**src/rtl/uart_pkg.sv**
```systemverilog
// Shared UART definitions: receiver FSM state encoding, baud divider and parity helpers.
// Used by uart_rx, and reusable by uart_tx.
package uart_pkg;

   typedef enum logic [2:0] {
      IDLE   = 3'd0,
      START  = 3'd1,
      DATA   = 3'd2,
      PARITY = 3'd3,
      STOP   = 3'd4,
      FLUSH  = 3'd5
   } uart_state_t;

   // Clock cycles per bit, truncated.
   function automatic logic [31:0] calc_div(input logic [31:0] freq, input logic [31:0] baud);
      calc_div = freq / baud;
   endfunction

   // Parity bit that must accompany bits: even parity when odd=0, odd parity when odd=1.
   function automatic logic calc_parity(input logic [8:0] bits, input logic odd);
      calc_parity = (^bits) ^ odd;
   endfunction

endpackage

```
**src/rtl/uart_rx_sync.sv**
```systemverilog
// Two-flop synchronizer for the asynchronous serial line plus a falling-edge detector.
// All flops reset to the idle level (1) so that reset never fabricates an edge.
module uart_rx_sync (
   input  logic clk,
   input  logic rst,
   input  logic din,
   output logic din_s,
   output logic fall
);

   logic meta;
   logic prev;

   // Synchronizer chain and one-cycle history of the synchronized line.
   always_ff @(posedge clk) begin
      if (rst) begin
         meta  <= 1'b1;
         din_s <= 1'b1;
         prev  <= 1'b1;
      end else begin
         meta  <= din;
         din_s <= meta;
         prev  <= din_s;
      end
   end

   assign fall = prev & ~din_s;

endmodule

```
**src/rtl/uart_rx.sv**
```systemverilog
// uart_rx: asynchronous serial receiver presenting words on a push-style sink (dout/we/full).
// Define UART_RX_PARITY_EN to add a parity bit (even, or odd via PARITY_ODD) and parity_err.
module uart_rx
   import uart_pkg::*;
#(
   parameter logic [31:0] CLOCK_FREQUENCY = 32'd27_000_000,
   parameter logic [31:0] BAUD_RATE       = 32'd115200,
   parameter logic [31:0] WORD_WIDTH      = 32'd8
`ifdef UART_RX_PARITY_EN
   ,
   parameter logic        PARITY_ODD      = 1'b0
`endif
) (
   input  logic                  clk,
   input  logic                  rst,
   input  logic                  din,
   input  logic                  full,
   output logic [WORD_WIDTH-1:0] dout,
   output logic                  we,
   output logic                  frame_err,
   output logic                  ovf
`ifdef UART_RX_PARITY_EN
   ,
   output logic                  parity_err
`endif
);

   localparam logic [31:0]   DIV       = calc_div(CLOCK_FREQUENCY, BAUD_RATE);
   localparam logic [31:0]   HALF      = DIV / 32'd2;
   localparam int            CW        = $clog2(DIV) + 1;
   localparam int            IW        = $clog2(WORD_WIDTH);
   localparam logic [CW-1:0] DIV_LAST  = CW'(DIV - 32'd1);
   localparam logic [CW-1:0] HALF_LAST = CW'(HALF - 32'd1);
   localparam logic [IW-1:0] IDX_LAST  = IW'(WORD_WIDTH - 32'd1);

   logic                  din_s;
   logic                  fall;

   uart_state_t           state;
   uart_state_t           state_next;
   logic [CW-1:0]         cnt;
   logic [CW-1:0]         cnt_next;
   logic [IW-1:0]         idx;
   logic [IW-1:0]         idx_next;
   logic [WORD_WIDTH-1:0] shreg;
   logic [WORD_WIDTH-1:0] shreg_next;
   logic [WORD_WIDTH-1:0] dout_next;
   logic                  we_next;
   logic                  frame_err_next;
   logic                  ovf_next;
`ifdef UART_RX_PARITY_EN
   logic                  par_bit;
   logic                  par_bit_next;
   logic                  parity_err_next;
`endif

   uart_rx_sync u_sync (
      .clk   (clk),
      .rst   (rst),
      .din   (din),
      .din_s (din_s),
      .fall  (fall)
   );

   // State, timing counters, shift register and registered sink outputs.
   always_ff @(posedge clk) begin
      if (rst) begin
         state     <= IDLE;
         cnt       <= {CW{1'b0}};
         idx       <= {IW{1'b0}};
         shreg     <= {WORD_WIDTH{1'b0}};
         dout      <= {WORD_WIDTH{1'b0}};
         we        <= 1'b0;
         frame_err <= 1'b0;
         ovf       <= 1'b0;
`ifdef UART_RX_PARITY_EN
         par_bit    <= 1'b0;
         parity_err <= 1'b0;
`endif
      end else begin
         state     <= state_next;
         cnt       <= cnt_next;
         idx       <= idx_next;
         shreg     <= shreg_next;
         dout      <= dout_next;
         we        <= we_next;
         frame_err <= frame_err_next;
         ovf       <= ovf_next;
`ifdef UART_RX_PARITY_EN
         par_bit    <= par_bit_next;
         parity_err <= parity_err_next;
`endif
      end
   end

   // Next-state and output logic; every sample point is a counter terminal value.
   always_comb begin
      state_next     = state;
      cnt_next       = cnt + CW'(1);
      idx_next       = idx;
      shreg_next     = shreg;
      dout_next      = dout;
      we_next        = 1'b0;
      frame_err_next = 1'b0;
      ovf_next       = 1'b0;
`ifdef UART_RX_PARITY_EN
      par_bit_next    = par_bit;
      parity_err_next = 1'b0;
`endif
      case (state)
         IDLE: begin
            cnt_next = {CW{1'b0}};
            if (fall) begin
               state_next = START;
            end else begin
               state_next = IDLE;
            end
         end
         START: begin
            if (cnt == HALF_LAST) begin
               cnt_next = {CW{1'b0}};
               idx_next = {IW{1'b0}};
               if (din_s) begin
                  state_next = IDLE;
               end else begin
                  state_next = DATA;
               end
            end else begin
               state_next = START;
            end
         end
         DATA: begin
            if (cnt == DIV_LAST) begin
               cnt_next   = {CW{1'b0}};
               shreg_next = {din_s, shreg[WORD_WIDTH-1:1]};
               if (idx == IDX_LAST) begin
`ifdef UART_RX_PARITY_EN
                  state_next = PARITY;
`else
                  state_next = STOP;
`endif
               end else begin
                  idx_next = idx + IW'(1);
               end
            end else begin
               state_next = DATA;
            end
         end
`ifdef UART_RX_PARITY_EN
         PARITY: begin
            if (cnt == DIV_LAST) begin
               cnt_next     = {CW{1'b0}};
               par_bit_next = din_s;
               state_next   = STOP;
            end else begin
               state_next = PARITY;
            end
         end
`else
         PARITY: begin
            state_next = IDLE;
         end
`endif
         // Leaving mid stop bit lets an immediately following start bit be caught.
         STOP: begin
            if (cnt == DIV_LAST) begin
               cnt_next = {CW{1'b0}};
               if (!din_s) begin
                  frame_err_next = 1'b1;
                  state_next     = FLUSH;
               end
`ifdef UART_RX_PARITY_EN
               else if (par_bit != calc_parity(9'(shreg), PARITY_ODD)) begin
                  parity_err_next = 1'b1;
                  state_next      = IDLE;
               end
`endif
               else if (full) begin
                  ovf_next   = 1'b1;
                  state_next = IDLE;
               end else begin
                  we_next    = 1'b1;
                  dout_next  = shreg;
                  state_next = IDLE;
               end
            end else begin
               state_next = STOP;
            end
         end
         FLUSH: begin
            cnt_next = {CW{1'b0}};
            if (din_s) begin
               state_next = IDLE;
            end else begin
               state_next = FLUSH;
            end
         end
         default: begin
            cnt_next   = {CW{1'b0}};
            state_next = IDLE;
         end
      endcase
   end

endmodule

```
**config.mk**
```make
export PLATFORM = sky130hd
export DESIGN_NAME = uart_rx
export DESIGN_NICKNAME = d
export VERILOG_FILES = /design/src/rtl/uart_pkg.sv /design/src/rtl/uart_rx_sync.sv /design/src/rtl/uart_rx.sv
export SDC_FILE = /design/constraint.sdc
export NUM_CORES = 1
export LEC_CHECK = 0
export ABC_CLOCK_PERIOD_IN_PS = 1700
export CORE_AREA = 2 2 87 81
export CTS_BUF_LIST = sky130_fd_sc_hd__clkbuf_2 sky130_fd_sc_hd__clkbuf_4 sky130_fd_sc_hd__clkbuf_8
export DETAILED_ROUTE_END_ITERATION = 7
export DIE_AREA = 0 0 89 83
export HOLD_SLACK_MARGIN = 0.06
export MAX_ROUTING_LAYER = met4
export PLACE_DENSITY = 0.43
export SLEW_MARGIN = 20
export SYNTH_ARGS = -nofsm -noshare
export SYNTH_HDL_FRONTEND = slang
export SYNTH_SLANG_ARGS = --single-unit
```
**constraint.sdc**
```tcl
create_clock -name clk -period 1.7 [get_ports clk]
set_input_delay 0.17 -clock clk [delete_from_list [all_inputs] [get_ports clk]]
set_output_delay 0.17 -clock clk [all_outputs]
set_load 0.05 [all_outputs]
```
* Yosys cells after proc, flatten, opt, wreduce, memory -nomap -nowiden
Index checks and enable logic that the tools add are counted.
** Cells by class
- Reduce and logical (&&, ||, !) cells :: 8
- Eq/ne operators :: 12
- Add/subtract/negate cells :: 2
- Multiplexer cells :: 18
- Bitwise logic cells :: 5
** Operator list (number)
- $pmux W9 S3 :: 1
- $mux W3 :: 8
- $mux W9 :: 2
- $pmux W3 S5 :: 1
- $add A9 B1 Y9 const B :: 1
- $eq A3 B3 Y1 const B :: 3
- $eq A9 B7 Y1 const B :: 1
- $eq A9 B8 Y1 const B :: 1
- $reduce_and A4 Y1 :: 2
- $eq A3 B2 Y1 const B :: 2
- $ne A2 B2 Y1 const B :: 3
- $pmux W3 S2 :: 1
- $mux W1 :: 4
- $not A1 Y1 :: 4
- $reduce_or A4 Y1 :: 1
- $add A3 B1 Y3 const B :: 1
- $eq A3 B1 Y1 const B :: 1
- $logic_not A3 Y1 :: 1
- $ne A3 B3 Y1 const B :: 1
- $reduce_or A3 Y1 :: 1
- $mux W2 :: 1
- $reduce_and A2 Y1 :: 1
- $reduce_bool A2 Y1 :: 1
- $reduce_or A2 Y1 :: 1
- $and A1 B1 Y1 :: 1
** Word-level totals
- Input port bits :: 4
- Flip-flop bits (word level) :: 37
- Logic and storage cells :: 56

* Depth between registers and ports, before layout
- Word-level depth :: 4
- Gate-level depth with buffers :: 8
- Gate-level depth less buffers :: 6

* Hierarchy
Synthesis repeated with hierarchy kept, for this count alone.
** Second synthesis, totals
- Cell total of the unflattened synthesis :: 169
- Area, all modules :: 1594.0 um^2
** By module, submodules not included
- uart_rx :: sequential area each 680.7 um^2, area an instance 1508.9 um^2, instances 1, cells an instance 162
- uart_rx_sync :: sequential area each 60.1 um^2, area an instance 85.1 um^2, instances 1, cells an instance 7

* Least setup slack after synthesis
OpenSTA, ideal clock, no wires.
- Kind :: reg2reg
- Start :: reg cnt[1]
- End :: reg shreg[0]
- Arrival :: 1.415 ns
- Library setup time :: 0.128 ns
- Clock period less this slack :: 1.543 ns
- Buffers on the path :: 2
- Slack :: 0.157 ns
- Stages on the path, launching flop included :: 9
- Data required time :: 1.572 ns
- Cell sequence :: dfxtp_1 inv_1 ha_1 and4b_1 buf_6 nand3_1 buf_4 mux2i_1 nor2_1
** Between the ends
- Cells in the longest elaborated chain, start to end :: 2
** Ends and longest elaborated chain
- start, declared :: RTL line uart_rx.sv:41 : logic [CW-1:0] cnt;
- start signal, assigned :: RTL line uart_rx.sv:69 : cnt <= {CW{1'b0}};
- start signal, assigned :: RTL line uart_rx.sv:82 : cnt <= cnt_next;
- $eq A9 B8 Y1 :: RTL line uart_rx.sv:133 : if (cnt == DIV_LAST) begin
- $reduce_and A2 Y1 (no source line)
- end signal, assigned :: RTL line uart_rx.sv:71 : shreg <= {WORD_WIDTH{1'b0}};
- end signal, assigned :: RTL line uart_rx.sv:84 : shreg <= shreg_next;
- end, declared :: RTL line uart_rx.sv:45 : logic [WORD_WIDTH-1:0] shreg;
Every way passes these cells.
A chain may end at the register's enable or synchronous reset.

* Final worst setup path
- Start :: reg state[1]
- End :: reg idx[0]
** Between the ends
- Cells in the longest elaborated chain, start to end :: 3
- Elaborated cells on any way between the ends :: 8
- Those cells by class :: eq/ne (5); mux (1); reduce/logical (2)
** Ends and longest elaborated chain
- start, declared :: RTL line uart_rx.sv:39 : uart_state_t state;
- start signal, assigned :: RTL line uart_rx.sv:81 : state <= state_next;
- $eq A3 B2 Y1 or $eq A3 B1 Y1 (tied branches) :: RTL line uart_rx.sv:110 : case (state)
- $ne A2 B2 Y1 (no source line) or $reduce_bool A2 Y1 (tied branches)
- $reduce_and A4 Y1 (no source line)
- end signal, assigned :: RTL line uart_rx.sv:70 : idx <= {IW{1'b0}};
- end signal, assigned :: RTL line uart_rx.sv:83 : idx <= idx_next;
- end, declared :: RTL line uart_rx.sv:43 : logic [IW-1:0] idx;
Parallel ways exist; a longest one is shown, timed or not.

==> results.yml <==
outcome:
  status: "finished, final reports clean"
layout:
  utilization: 0.312
  nets: 191
  final_common_cell: "dfxtp_1"
  areaGrowthSynthToFinish_pct: 27.0
  final_cell_mix: "dfxtp_1 (36), nor2_1 (28), mux2i_1 (16), clkdlybuf4s50_1 (14), buf_4 (8)"
  final-seq-area_um2: 742
  multi_input_area_um2: 811
  fillers: 699
  drive_above_1_share: 0.187
  antenna_cells: 0
synth:
  ys.flop_type: "dfxtp_1"
  ys_warn_count: 0
  synth_area_per_cell_um2: 10.1
  synth_cells: 157
  netlist-cell-type-count: 38
  synth_top_cell_by_area: "dfxtp_1"
  yosysSeqAreaShare: 0.468
  synth-async-reset-ratio: 0
  synth_top_area_frac: 0.468
  synth_area_um2: 1580
  ys_seq_elements: 37
  syn-num-nets: 166
  yosys-top-cells-area: "dfxtp_1 (47%), mux2i_1 (10%), nor2_1 (6.6%)"
  synth_edf_count: 0
die:
  die_y_um: 83
  io_pins: 15
  die_w_um: 89
  row_count: 28
  dieArea_um2: 7390
  initial_core_util: 0.245
  core_um2: 6450
critical_path:
  cp-start-kind: "register"
  path_max_fanout: 9
  critPathRequiredTime_ns: 1.86
  reg2reg_from: "state[1]$_SDFFE_PP0P_"
  worst-setup-path-type: "reg -> reg"
  crit_chain: "or3b_1, or4_4, o211ai_1, a21oi_1"
  worstReg2RegEnd: "idx[0]$_SDFFE_PP0P_"
  r2r_slack_ns: 0.06
  worstSetupEndpointType: "register"
  slowest_delay_ns: 0.53
  arrival_ns: 1.80
  r2r_cells: 4
  cp_slowest_cell: "or4_4"
global_route:
  grt_antenna_before_repair: 0
  grt_start_max_net_pins: 26
  grt_pass1_wl_um: 5410
  track_usage: 0.0945
  grt_pass1_vias: 1175
  grt-ovfl-total: 0
sta:
  rsz0062_at_grt: "no"
  tns_ns: 0
  max_freq_mhz: 609
  finalHoldViolations: 0
  setup_viol_count_final: 0
  finalWorstSetupSlack_ns: 0.0571
  fin_worst_skew_ns: 0.0110
  fin_crit_sh: 0.966
  worstMarginPinSlew_ns: 0.505
  max-slew-margin-rel: 0.662
  slew_viol_final: 0
  layout_min_cycle_time_ns: 1.64
worst_hold_path:
  hold-path-cell-count: 1
  worstHoldStart: "u_sync.meta$_SDFF_PP1_"
  holdPathEnd: "u_sync.din_s$_SDFF_PP1_"
  hold_path_class: "reg -> reg"
cts:
  cts_tree: "yes"
  cts_buffers: 5
  root_buffer: "clkbuf_8"
  clock_latency_ns: 0.28
  cts_sinks: 37
  htree_levels: 2
  cts_hold_buffers: 0
  clock_path_buffers: 2
  clkSlewWorstSetupHoldPaths_ns: 0.07
pwr:
  p_leak_uw: 0.000812
  power_density_nw_per_um2: 821
  ir_drop_mv: 0.393
place:
  dp_hpwl_um: 2190
  post-place-ws_ns: 0.0338
  io_buffers: 14
  gp_congestion: 0.782
job:
  cap_violations: 0
detailed_routing:
  drt-wirelength-per-cell_um: 11.3
  vias: 1157
  drcViolationCount: 0
  firstDrtPassIters: 4
  antenna_left: 0
  drt_iter0_markers: 63
  vias_per_cell: 4.25
  routed_wl_um: 3080
==> what timing repair did <==
| item | in CTS | in global routing |
|---|---|---|
| endpoints found under the hold margin | 0 | 0 |
| gates resized for setup | 0 | 9 |
| setup endpoints to repair | 0 | 23 |
| setup buffers | 0 | 1 |
==> area by class of cell <==
type	count	area share
multi-input cells	110	0.404
flip-flops and latches	37	0.369
repair buffers	23	0.110
well taps	90	0.0561
clock buffers	5	0.0343
clock inverters	2	0.0174
inverters	5	0.00935
==> critical path, delay by kind of cell, from the launching register on <==
kind,cells,cell delay (ns)
and+or+nand+nor,2,0.93
DFF,1,0.40
AOI/OAI and AO/OA,2,0.20
==> kinds of logic after synthesis <==
family | share of synthesized area
AO/OA/AOI/OAI | 0.0712
buffers and inverters | 0.0435
adder cells (fa/ha/maj) | 0.0396
AND/OR/NAND/NOR | 0.237
multiplexers | 0.101
XOR/XNOR | 0.0388
flip-flops | 0.468
==> stage by stage <==
stage / std cells / area [um^2] / hold slack, ns / power, uW
3_3_place_gp: 264 / 1860 / 0.400 / 937
4_1_cts: 271 / 1960 / 0.424 / 1680
3_5_place_dp: 264 / 1860 / 0.403 / 938
5_1_grt: 272 / 2010 / 0.431 / 1720
2_1_floorplan: 157 / 1580 / 0.274 / 925
6_report: 272 / 2010 / 0.419 / 1650
==> power breakdown <==
group	switching (uW)	leakage (uW)	total, uW	internal, uW
combinational	23.6	0.000458	44.1	20.5
sequential	6.42	0.000299	878	872
clock	300	0.0000540	726	426
==> sequential cells by signal (all words and copies together) (netlist names), 3 cells and up <==
register,cells
shreg,8
dout,8
state,3
cnt,9
idx,3
==> synthesized netlist by cell type (3+ instances only) <==
| cell | n |
|---|---|
| inv_1 | 5 |
| o211ai_1 | 3 |
| mux2i_1 | 16 |
| xnor2_1 | 5 |
| nand2_1 | 3 |
| ha_1 | 5 |
| nand3_1 | 6 |
| dfxtp_1 | 37 |
| nor3_1 | 3 |
| a21oi_1 | 6 |
| or2_2 | 5 |
| nor2_1 | 28 |
| or3b_1 | 3 |
==> routing by layer <==
layer / global-route usage / wire length, um
met5: - / 0
met2: 0.140 / 1400
met1: 0.122 / 1530
met4: 0.0366 / 42
met3: 0.0249 / 99
==> worst max-delay path by stage <==
| stage | start | to | slack, ns | cells past startpoint |
|---|---|---|---|---|
| floorplan | cnt[1]$_SDFF_PP0_ | shreg[0]$_SDFFE_PP0P_ | 0.16 | 8 |
| global placement | cnt[1]$_SDFF_PP0_ | we$_SDFF_PP0_ | 0.09 | 7 |
| detailed placement | state[1]$_SDFFE_PP0P_ | idx[1]$_SDFFE_PP0P_ | 0.03 | 4 |
| CTS | cnt[1]$_SDFF_PP0_ | we$_SDFF_PP0_ | 0.008 | 7 |
| global route | state[1]$_SDFFE_PP0P_ | idx[0]$_SDFFE_PP0P_ | 0.002 | 4 |
| finish | state[1]$_SDFFE_PP0P_ | idx[0]$_SDFFE_PP0P_ | 0.06 | 4 |
Power figures use the tool's default switching activity.
